<file path="src/rtl/baud_gen_frac.sv">
// Fractional baud generator: oversample tick, mid-bit strobe and bit tick from a
// runtime-loadable integer+fraction divisor with double-buffered configuration.
module baud_gen_frac #(
  parameter int unsigned CNT_W    = 16,
  parameter int unsigned FRAC_W   = 4,
  parameter int unsigned OSR      = 16,
  parameter int unsigned DEF_INT  = 325,
  parameter int unsigned DEF_FRAC = 8,
  localparam int unsigned PH_W    = $clog2(OSR)
) (
  input  logic              clk,
  input  logic              rst_n,
  input  logic              en,
  input  logic [CNT_W-1:0]  div_int,
  input  logic [FRAC_W-1:0] div_frac,
  input  logic              div_load,
  input  logic              resync,
  output logic              os_tick,
  output logic              mid_tick,
  output logic              bit_tick,
  output logic [PH_W-1:0]   os_phase,
  output logic              cfg_err
);

  logic [CNT_W-1:0]  cnt_q, cnt_d;
  logic [FRAC_W-1:0] acc_q, acc_d;
  logic [PH_W-1:0]   ph_q, ph_d;
  logic [CNT_W-1:0]  act_int_q, act_int_d, shd_int_q, shd_int_d;
  logic [FRAC_W-1:0] act_frac_q, act_frac_d, shd_frac_q, shd_frac_d;
  logic              pend_q, pend_d;
  logic              err_q, err_d;
  logic              os_q, os_d, mid_q, mid_d, bit_q, bit_d;

  logic [FRAC_W:0]   frac_sum;
  logic [CNT_W:0]    last_cnt;
  logic              wrap, issue, apply;

  // The carry of this interval's fraction add stretches this interval by one cycle.
  assign frac_sum = {1'b0, acc_q} + {1'b0, act_frac_q};
  assign last_cnt = {1'b0, act_int_q} + (CNT_W+1)'(frac_sum[FRAC_W]) - (CNT_W+1)'(1);

  // >= rather than == so a divisor shrunk while frozen cannot strand the counter.
  assign wrap  = en && !err_q && ({1'b0, cnt_q} >= last_cnt);
  assign issue = wrap && !resync;
  assign apply = pend_q && (issue || resync || !en || err_q);

  always_comb begin
    // NOTE: every target gets a default first so no latch is inferred.
    cnt_d      = cnt_q;
    acc_d      = acc_q;
    ph_d       = ph_q;
    act_int_d  = act_int_q;
    act_frac_d = act_frac_q;
    shd_int_d  = shd_int_q;
    shd_frac_d = shd_frac_q;
    pend_d     = pend_q;
    os_d       = 1'b0;
    mid_d      = 1'b0;
    bit_d      = 1'b0;

    if (apply) begin
      act_int_d  = shd_int_q;
      act_frac_d = shd_frac_q;
      pend_d     = 1'b0;
    end
    if (div_load) begin
      shd_int_d  = div_int;
      shd_frac_d = div_frac;
      pend_d     = 1'b1;
    end

    err_d = (act_int_d < CNT_W'(2));

    if (err_d || resync) begin
      cnt_d = '0;
      acc_d = '0;
      ph_d  = '0;
    end else if (en && !err_q) begin
      if (wrap) begin
        cnt_d = '0;
        acc_d = frac_sum[FRAC_W-1:0];
        ph_d  = ph_q + PH_W'(1);
        os_d  = 1'b1;
        mid_d = (ph_q == PH_W'(OSR/2 - 1));
        bit_d = (ph_q == PH_W'(OSR - 1));
      end else begin
        cnt_d = cnt_q + CNT_W'(1);
      end
    end
  end

  always_ff @(posedge clk or negedge rst_n) begin
    if (!rst_n) begin
      cnt_q      <= '0;
      acc_q      <= '0;
      ph_q       <= '0;
      act_int_q  <= CNT_W'(DEF_INT);
      act_frac_q <= FRAC_W'(DEF_FRAC);
      shd_int_q  <= CNT_W'(DEF_INT);
      shd_frac_q <= FRAC_W'(DEF_FRAC);
      pend_q     <= 1'b0;
      err_q      <= 1'b0;
      os_q       <= 1'b0;
      mid_q      <= 1'b0;
      bit_q      <= 1'b0;
    end else begin
      // NOTE: non-blocking assignments make every register update from the same pre-edge values.
      cnt_q      <= cnt_d;
      acc_q      <= acc_d;
      ph_q       <= ph_d;
      act_int_q  <= act_int_d;
      act_frac_q <= act_frac_d;
      shd_int_q  <= shd_int_d;
      shd_frac_q <= shd_frac_d;
      pend_q     <= pend_d;
      err_q      <= err_d;
      os_q       <= os_d;
      mid_q      <= mid_d;
      bit_q      <= bit_d;
    end
  end

  assign os_tick  = os_q;
  assign mid_tick = mid_q;
  assign bit_tick = bit_q;
  assign os_phase = ph_q;
  assign cfg_err  = err_q;

endmodule
</file>
<file path="config.mk">
export PLATFORM = sky130hd
export DESIGN_NAME = baud_gen_frac
export DESIGN_NICKNAME = d
export VERILOG_FILES = /design/src/rtl/baud_gen_frac.sv
export SDC_FILE = /design/constraint.sdc
export NUM_CORES = 1
export LEC_CHECK = 0
export BUFFER_PORTS_ARGS = -buffer_cell sky130_fd_sc_hd__buf_4
export CAP_MARGIN = 20
export CORE_MARGIN = 8
export CORE_UTILIZATION = 50
export CTS_CLUSTER_DIAMETER = 30
export DETAILED_ROUTE_END_ITERATION = 7
export GPL_TIMING_DRIVEN = 1
export PLACE_DENSITY_LB_ADDON = 0.3
export SLEW_MARGIN = 20
export SYNTH_ARGS = -nofsm -noshare
export SYNTH_HDL_FRONTEND = slang
export SYNTH_SLANG_ARGS = --single-unit
</file>
<file path="constraint.sdc">
create_clock -name clk -period 6.6 [get_ports clk]
set_input_delay 0.66 -clock clk [delete_from_list [all_inputs] [get_ports clk]]
set_output_delay 0.66 -clock clk [all_outputs]
set_load 0.005 [all_outputs]
</file>
# Word-level counts from Yosys, hierarchy flattened
# Cells that the tools add are included.
op_classes:
  add_sub_neg: 5
  multipliers: 0
  div_mod_pow: 0
  n_lt_le_gt_ge: 2
  n_eq_ne: 2
  shifts: 0
  n_mux: 21
  bitwise: 0
  n_reduce_logical: 15
op_table:
  columns: ["cell", "count"]
  rows:
  - ["$mux W16", 4]
  - ["$mux W4", 6]
  - ["$add A16 B1 Y17", 1]
  - ["$ge A16 B17 Y1", 1]
  - ["$sub A17 B1 Y17 const B", 1]
  - ["$add A16 B1 Y16 const B", 1]
  - ["$lt A16 B2 Y1 const B", 1]
  - ["$mux W1", 11]
  - ["$reduce_bool A2 Y1", 3]
  - ["$add A4 B4 Y5", 1]
  - ["$add A4 B1 Y4 const B", 1]
  - ["$eq A4 B3 Y1 const B", 1]
  - ["$eq A4 B4 Y1 const B", 1]
  - ["$logic_and A1 B1 Y1", 4]
  - ["$logic_or A1 B1 Y1", 4]
  - ["$logic_not A1 Y1", 3]
  - ["$reduce_and A2 Y1", 1]
word_totals:
  ff_bits: 69
  latchBits: 0
  ram_bits: 0
  mem_bits_ro: 0
  output_inout_bits: 8
  word_cells: 57
  mem_count: 0

# Logic depth before layout (Yosys ltp)
# Gate-level depths: netlist (run 1).
logic_depth:
  ltp_word: 15
  depth_mapped: 24
  depth_no_buf: 23

# Worst setup path after synthesis (run 1)
# OpenSTA, ideal clock, no wires.
synth_path:
  kind: "reg-to-reg"
  start: "register acc_q[0]"
  end: "register cnt_q[15]"
  setup_ns: 0.078
  arrival_time_ns: 4.999
  required_ns: 6.522
  path_slack_ns: 1.523
  stages_incl_launch_ff: 24
  path_cell_list: "dfrtp_1 > ha_1 > inv_1 > fa_1 > inv_1 > a21o_1 > a21oi_1 > ha_1 > ha_1 > inv_1 > or4_1 > nor3_1 > xnor2_1 > ha_1 > nand4_1 > o41ai_1 > a221oi_1 > a31o_2 > nand4b_1 > a32oi_1 > nand2_2 > buf_6 > or4b_1 > a21oi_1"
synth_between:
  elab_chain_cells: 14
  elab_cells_between_ends: 17
synth_rtl:
  columns: ["element", "line", "text"]
  rows:
  - ["start: declaration", "26", "logic [FRAC_W-1:0] acc_q, acc_d;"]
  - ["start signal: assignment", "95", "acc_q <= '0;"]
  - ["start signal: assignment", "109", "acc_q <= acc_d;"]
  - ["$add A4 B4 Y5 *", "39", "assign frac_sum = {1'b0, acc_q} + {1'b0, act_frac_q};"]
  - ["$add A16 B1 Y17 *", "40", "assign last_cnt = {1'b0, act_int_q} + (CNT_W+1)'(frac_sum[FRAC_W]) - (CNT_W+1)'(1);"]
  - ["$sub A17 B1 Y17 *", "40", null]
  - ["$ge A16 B17 Y1 *", "43", "assign wrap = en && !err_q && ({1'b0, cnt_q} >= last_cnt);"]
  - ["$logic_and A1 B1 Y1 *", "43", null]
  - ["$logic_and A1 B1 Y1", "44", "assign issue = wrap && !resync;"]
  - ["$logic_or A1 B1 Y1 (3 in series)", "45", "assign apply = pend_q && (issue || resync || !en || err_q);"]
  - ["$logic_and A1 B1 Y1", "45", null]
  - ["$mux W16", "61", "if (apply) begin"]
  - ["$lt A16 B2 Y1", "72", "err_d = (act_int_d < CNT_W'(2));"]
  - ["$logic_or A1 B1 Y1", "74", "if (err_d || resync) begin"]
  - ["$mux W16 / $reduce_bool A2 Y1 (equally long branches)", null, null]
  - ["end signal: assignment", "108", "cnt_q <= cnt_d;"]
  - ["end: declaration", "25", "logic [CNT_W-1:0] cnt_q, cnt_d;"]
# Every way passes the cells marked *; elsewhere a longest branch is shown, timed or not. The select of a mux whose other input is x is not followed.
# A chain may end at the register's enable or synchronous reset.

# Final worst setup path (run 1)
# Same ends and word-level chain as after synthesis.

==> results by group, run 1 <==
Placement
  • HPWL Detailed: approximately 6000 um
  • DP Worst Slack: 851 ps
  • Placement Cell Area: approximately 0.0042 mm^2
  • Port Buffer Count: 32
  • Gp weighted congestion: 0.857

GRT
  • GRT Total Usage: 0.158
  • Initial antenna violation count: 0
  • Total global routing overflow: 0
  • Vias in the first global route: 3003
  • First-pass GRT wire length: 14100 um
  • Largest net degree at the start of global routing: 70

Floorplan
  • Die area: 0.0107 mm^2
  • Core footprint: roughly 0.0076 mm^2
  • Top Ports: 33
  • DIE HEIGHT: 104 um
  • Die Width: 104 um
  • Row cnt: 32
  • Initial Util: 0.507

Setup path
  • Worst EP arrival: 6100 ps
  • Critical path launch point: acc_q[0]
  • Critical path capture point type: register
  • Startpoint Class: register
  • Reg2reg start: acc_q[0]
  • FF-to-FF path depth: 22
  • Worst EP required: 6870 ps
  • R2R Path End: cnt_q[15]
  • Worst R2R Setup Slack: 770 ps
  • Critical path type: reg -> reg
  • Crit-path max FO: 14

Clocking
  • CTS max path bufs: 2
  • Clock root buffer: clkbuf_8
  • Hold_buf cts: 0
  • Clock sink count: 69
  • CTS resizes: 0
  • Htree depth: 3
  • Worst skew pair latency: 350 ps
  • Reg clk slew, reported paths: 80 ps
  • TritonCTS clock tree: done
  • Clock buffer count from CTS: 9
  • Post-CTS Repair Setup Buffers: 0

Power and ir drop
  • LEAKAGE: 1.89 nW
  • VDD IR-drop max: 0.186 mV
  • Cell Pwr Density: 248 mW/mm^2
  • Total power: 1.09 mW

Job
  • Max-cap check violation count: 0

Timing
  • Final WS setup: 772 ps
  • Final hold violation count: 0
  • Crit path time final: about 5800 ps
  • Headroom to the max-slew limit: 0.432
  • Max Clock Freq: 172 MHz
  • Measured slew at the worst slew-check pin: 852 ps
  • Unrepaired setup endpoints after global routing: false
  • Setup TNS: 0 ps
  • Clock skew: 5.38 ps
  • Final worst-path cycle share: 0.883
  • Endpoints failing setup: 0
  • Hold WS: 396 ps
  • Max Slew Vio Count: 0

Yosys
  • Syn avg cell area: around 11 um^2
  • Most common cell in the synthesized netlist: dfrtp_1
  • Mapped cell area: 0.00383 mm^2
  • Synth cell types: 51
  • EDFF count, synth: 0
  • Synth Net Count: 413
  • Yosys warns: 0
  • Post-synthesis sequential area ratio: 0.454
  • Area leader, netlist: dfrtp_1
  • Syn Inst Count: between 300 and 400
  • FF+latch count, synth: 69
  • Top cells by count, synth: 59 x dfrtp_1, 37 x mux2_2, 29 x nand2_1, 28 x nor2_1, 24 x ha_1
  • Yosys top cell area share: 0.385
  • Synth top area cells: dfrtp_1 38%, mux2_2 11%, ha_1 7.8%
  • Predominant post-synthesis flop cell: dfrtp_1
  • Async S/R FF share, synth: 1.00

Run status
  • Status: finished clean

Finish
  • Total Nets Final: ~450
  • Antenna cell count: 0
  • Filler Cell Count: roughly 640
  • FF/Latch Area: 0.00174 mm^2
  • Fin area: 0.00440 mm^2
  • P&R area growth vs syn: 14.6%
  • Layout cells sized above 1: 0.255
  • Footprint of the multi-input gates: about 0.0020 mm^2

Route
  • Vias: 2834
  • Drc violations: 0
  • Drt via density: 5.60
  • WL/cell: 15.9 um
  • Initial DRT Pass Iterations: 4
  • Post-route ant nets: 0
  • Detailed Route WL: 8070 um
  • Initial DRC count: 119

Worst hold path
  • Hold WC Path Type: in -> async
## flip-flops by register name (all words and copies together) (netlist names)
signal / cells
acc_q: 4
act_int_q: 16
os_tick: 1
os_phase: 4
bit_tick: 1
act_frac_q: 4
cfg_err: 1
shd_frac_q: 4
mid_tick: 1
pend_q: 1
cnt_q: 16
shd_int_q: 16
## through the flow
step | utilization | std cells
global placement | 0.551 | 490
finish | 0.581 | 506
detailed placement | 0.551 | 490
floorplan | - | 363
global route | 0.581 | 506
CTS | 0.581 | 506
## worst max path at each step
stage | slack (ps) | cells past startpoint | end
floorplan | 1520 | 23 | cnt_q[15]
global placement | 1110 | 22 | cnt_q[15]
detailed placement | 850 | 22 | cnt_q[15]
CTS | 820 | 22 | cnt_q[15]
global route | 350 | 22 | cnt_q[6]
finish | 770 | 22 | cnt_q[15]
## power by group
| group | leakage (nW) | internal [mW] | total, mW | switching (mW) |
|---|---|---|---|---|
| logic | 0.914 | 0.0912 | 0.186 | 0.0946 |
| registers | 0.859 | 0.469 | 0.513 | 0.0439 |
| clock network | 0.114 | 0.225 | 0.390 | 0.165 |
## placed cells by master, fill, tap and decap left out, types with 3 or more instances in the layout
cell / n
nand3_1: 14
clkbuf_8: 10
a21oi_1: 23
ha_1: 24
nand2b_1: 6
buf_4: 33
xnor2_1: 14
o31ai_1: 5
mux2_2: 37
nor2_1: 28
nor4_1: 4
a21o_1: 3
nor2b_1: 3
dfstp_2: 10
or4_1: 7
and3_1: 3
xor2_1: 9
o21ai_0: 10
and2_1: 3
or3_1: 3
nor3_1: 10
inv_1: 14
nand2_1: 29
dfrtp_1: 59
nand4_1: 8
## critical path: stages (launching register included)
cell      delay [ps]
dfrtp_1          380
ha_1             210
inv_1             70
fa_1             210
inv_1             50
a21o_1           170
a21oi_1          150
ha_1             180
ha_1             190
inv_1            100
or4_1            570
nor3_1           210
xnor2_1          100
ha_1             330
nand4_1          130
o41ai_1          390
a221oi_1         190
a31o_2           290
nand4b_1         250
a32oi_1          560
nand2_2          290
or4b_1           560
a21oi_1          150
## metal layers
metal  GRT usage  vias up  share of wire
met5           0        -              0
met4      0.0818        0          0.019
met3      0.0273       11          0.042
met2       0.253       58           0.48
met1       0.200     1376           0.46
li1            -     1389              -
## cells by family (layout without fill, tap and decap cells)
family,count (synthesis),in the layout,synth area share
and+or+nand+nor,127,127,0.176
DFF,69,69,0.454
AOI/OAI and AO/OA,59,59,0.101
muxes,37,37,0.109
adders and majority gates,25,25,0.0835
xor gates and xnor gates,23,23,0.0525
buffers and inverters,23,64,0.0245
## final cells by class
cell class                      count  share of cell area
Multi-Input combinational cell    271               0.455
Inverter                           15              0.0128
Tap cell                          102              0.0290
Clock inverter                      5              0.0188
Timing Repair Buffer               33              0.0563
Clock buffer                       11              0.0322
Sequential cell                    69               0.396
No activity file was read; power rests on OpenSTA's default activity.
==> inputs of run 2 (changes only) <==
- REMOVE_ABC_BUFFERS: default -> 1
==> run 2 against run 1 <==
Sequential share of layout area down 0.067 points. Critical path depth did not move. Fmax is 2.7% higher. Clock-buffer cell count decreased by 1. Power increased by 0.59%.
==> results by group, run 2 (same netlist as run 1, synthesis figures left out) <==
Timing
  • Max Clock Freq: 176 MHz (+2.7%)
  • Measured slew at the worst slew-check pin: 839 ps (-12.3 ps)
  • Endpoints failing setup: 0 (unchanged)
  • Setup TNS: 0 ps (unchanged)
  • Final hold violation count: 0 (unchanged)
  • Unrepaired setup endpoints after global routing: false
  • Crit path time final: 5680 ps (-152 ps)
  • Final worst-path cycle share: 0.860 (-0.0230)
  • Headroom to the max-slew limit: 0.439 (+0.00663)
  • Clock skew: 8.32 ps (+2.94 ps)
  • Max Slew Vio Count: 0 (unchanged)

Route
  • Initial DRC count: 106 (-11%)
  • Detailed Route WL: 7990 um (-1.0%)
  • WL/cell: 15.8 um (-1.0%)
  • Drt via density: 5.59 (-0.14%)
  • Initial DRT Pass Iterations: 5 (+1)
  • Drc violations: 0 (unchanged)
  • Vias: 2830 (-0.14%)
  • Post-route ant nets: 0 (unchanged)

Floorplan
  • DIE HEIGHT: 104 um (unchanged)
  • Die area: 0.0107 mm^2 (unchanged)
  • Row cnt: 32 (unchanged)
  • Top Ports: 33 (unchanged)
  • Core footprint: 0.00757 mm^2 (unchanged)
  • Initial Util: 0.507 (unchanged)
  • Die Width: 104 um (unchanged)

Clocking
  • CTS resizes: 0 (unchanged)
  • Clock root buffer: clkbuf_8
  • Post-CTS Repair Setup Buffers: 0 (unchanged)
  • TritonCTS clock tree: done
  • Hold_buf cts: 0 (unchanged)
  • Clock sink count: 69 (unchanged)
  • Reg clk slew, reported paths: 80 ps (about the same)
  • Worst skew pair latency: 350 ps (about the same)
  • Htree depth: 3 (unchanged)
  • CTS max path bufs: 2 (unchanged)
  • Clock buffer count from CTS: 9 (unchanged)

Finish
  • Most frequent cells in the layout: 59 x dfrtp_1, 37 x mux2_2, 33 x buf_4
  • Biggest registers after layout: act_int_q (16), cnt_q (16), shd_int_q (16)
  • Antenna cell count: 0 (unchanged)
  • Layout cells sized above 1: 0.257 (+0.00248)
  • Total Nets Final: 449 (unchanged)
  • Commonest non-fill, non-tap cell in the layout: dfrtp_1
  • P&R area growth vs syn: 14.8%

GRT
  • GRT Total Usage: 0.157 (-0.00107)
  • Vias in the first global route: 2954 (-1.6%)
  • First-pass GRT wire length: 14000 um (-1.2%)
  • Largest net degree at the start of global routing: 70 (unchanged)
  • Total global routing overflow: 0 (unchanged)
  • Initial antenna violation count: 0 (unchanged)

Setup path
  • WP buf/inv: 3 (unchanged)
  • Critical path capture point type: register
  • Crit-path max FO: 14 (unchanged)
  • Crit path cell chain: ha_1 > inv_1 > fa_1 > inv_1 > a21o_1 > a21oi_1 > ha_1 > ha_1 > inv_1 > or4_1 > nor3_1 > xnor2_1 > ha_1 > nand4_1 > o41ai_1 > a221oi_1 > a31o_2 > nand4b_1 > a32oi_1 > nand2_2 > or4_1 > a21oi_1
  • Startpoint Class: register
  • Slowest CP cell: or4_1
  • Delay of the slowest critical-path stage: 560 ps (about the same)
  • Crit path depth: 22 (unchanged)
  • Critical path type: reg -> reg
  • Worst EP required: 6870 ps (about the same)
  • Most frequent CP cell: ha_1
  • CP top delay family: simple AND/OR/NAND/NOR gates
  • Worst EP arrival: 5940 ps (-160 ps)
  • FF-to-FF path depth: 22 (unchanged)

Power and ir drop
  • Total power: 1.10 mW (+0.59%)
  • LEAKAGE: 1.89 nW (about the same)
  • VDD IR-drop max: 0.207 mV (+12%)
  • Cell Pwr Density: 249 mW/mm^2 (+0.42%)

Job
  • Max-cap check violation count: 0 (unchanged)

Worst hold path
  • Hold WC Path Type: in -> async

Placement
  • Port Buffer Count: 32 (unchanged)
  • HPWL Detailed: 5870 um (-2.3%)
  • Gp weighted congestion: 0.905 (+5.6%)

Run status
  • Status: finished clean
-- run 2: changes by cell type in the layout (fill, tap and decap cells not counted) --
cell / before / now
clkbuf_1: 1 / 0
clkinv_4: 1 / 2
clkinv_2: 1 / 0
clkinvlp_4: 0 / 1
-- run 2: report_power, final --
part / total (mW) / switching, mW / internal (mW)
Sequential: 0.514 / 0.0452 / 0.469
Combinational: 0.184 / 0.0935 / 0.0900
Clock: 0.398 / 0.172 / 0.226
Total: 1.10 / 0.311 / 0.785
-- run 2: final cells by class --
type	instances	area, um^2
well taps	102	128
inverters	15	56.3
clock buffers	10	138
clock inverters	6	93.8
repair buffers	33	248
flip-flops and latches	69	1740
fillers	627	3160
multi-input cells	271	2000
-- run 2: final timing paths --
path / endpoint / start / slack, ps
max: cnt_q[6] / acc_q[0] / 920
min: cnt_q[14] / rst_n / 410
max reg2reg: cnt_q[6] / acc_q[0] / 920
min reg2reg: mid_tick / os_phase[3] / 470
max in group asynchronous: cfg_err / rst_n / 5650
min in group clk: mid_tick / os_phase[3] / 470
-- run 2: layer usage --
layer,part of all wire,GRT usage,vias to the layer above
li1,-,-,1391
met1,0.46,0.198,1363
met2,0.48,0.257,61
met3,0.036,0.0279,15
met4,0.024,0.0735,0
met5,0,0,-
-- run 2: per-stage QoR --
stage | hold WS [ps] | std cells | worst slack, ps | instance area [um^2] | util
after floorplan | 364 | 355 | 1570 | 3800 | -
after global placement | 458 | 490 | 1110 | 4170 | 0.551
after detailed placement | 461 | 490 | 919 | 4170 | 0.551
after CTS | 452 | 506 | 912 | 4400 | 0.582
after global routing | 492 | 506 | 455 | 4400 | 0.582
final | 410 | 506 | 923 | 4400 | 0.582
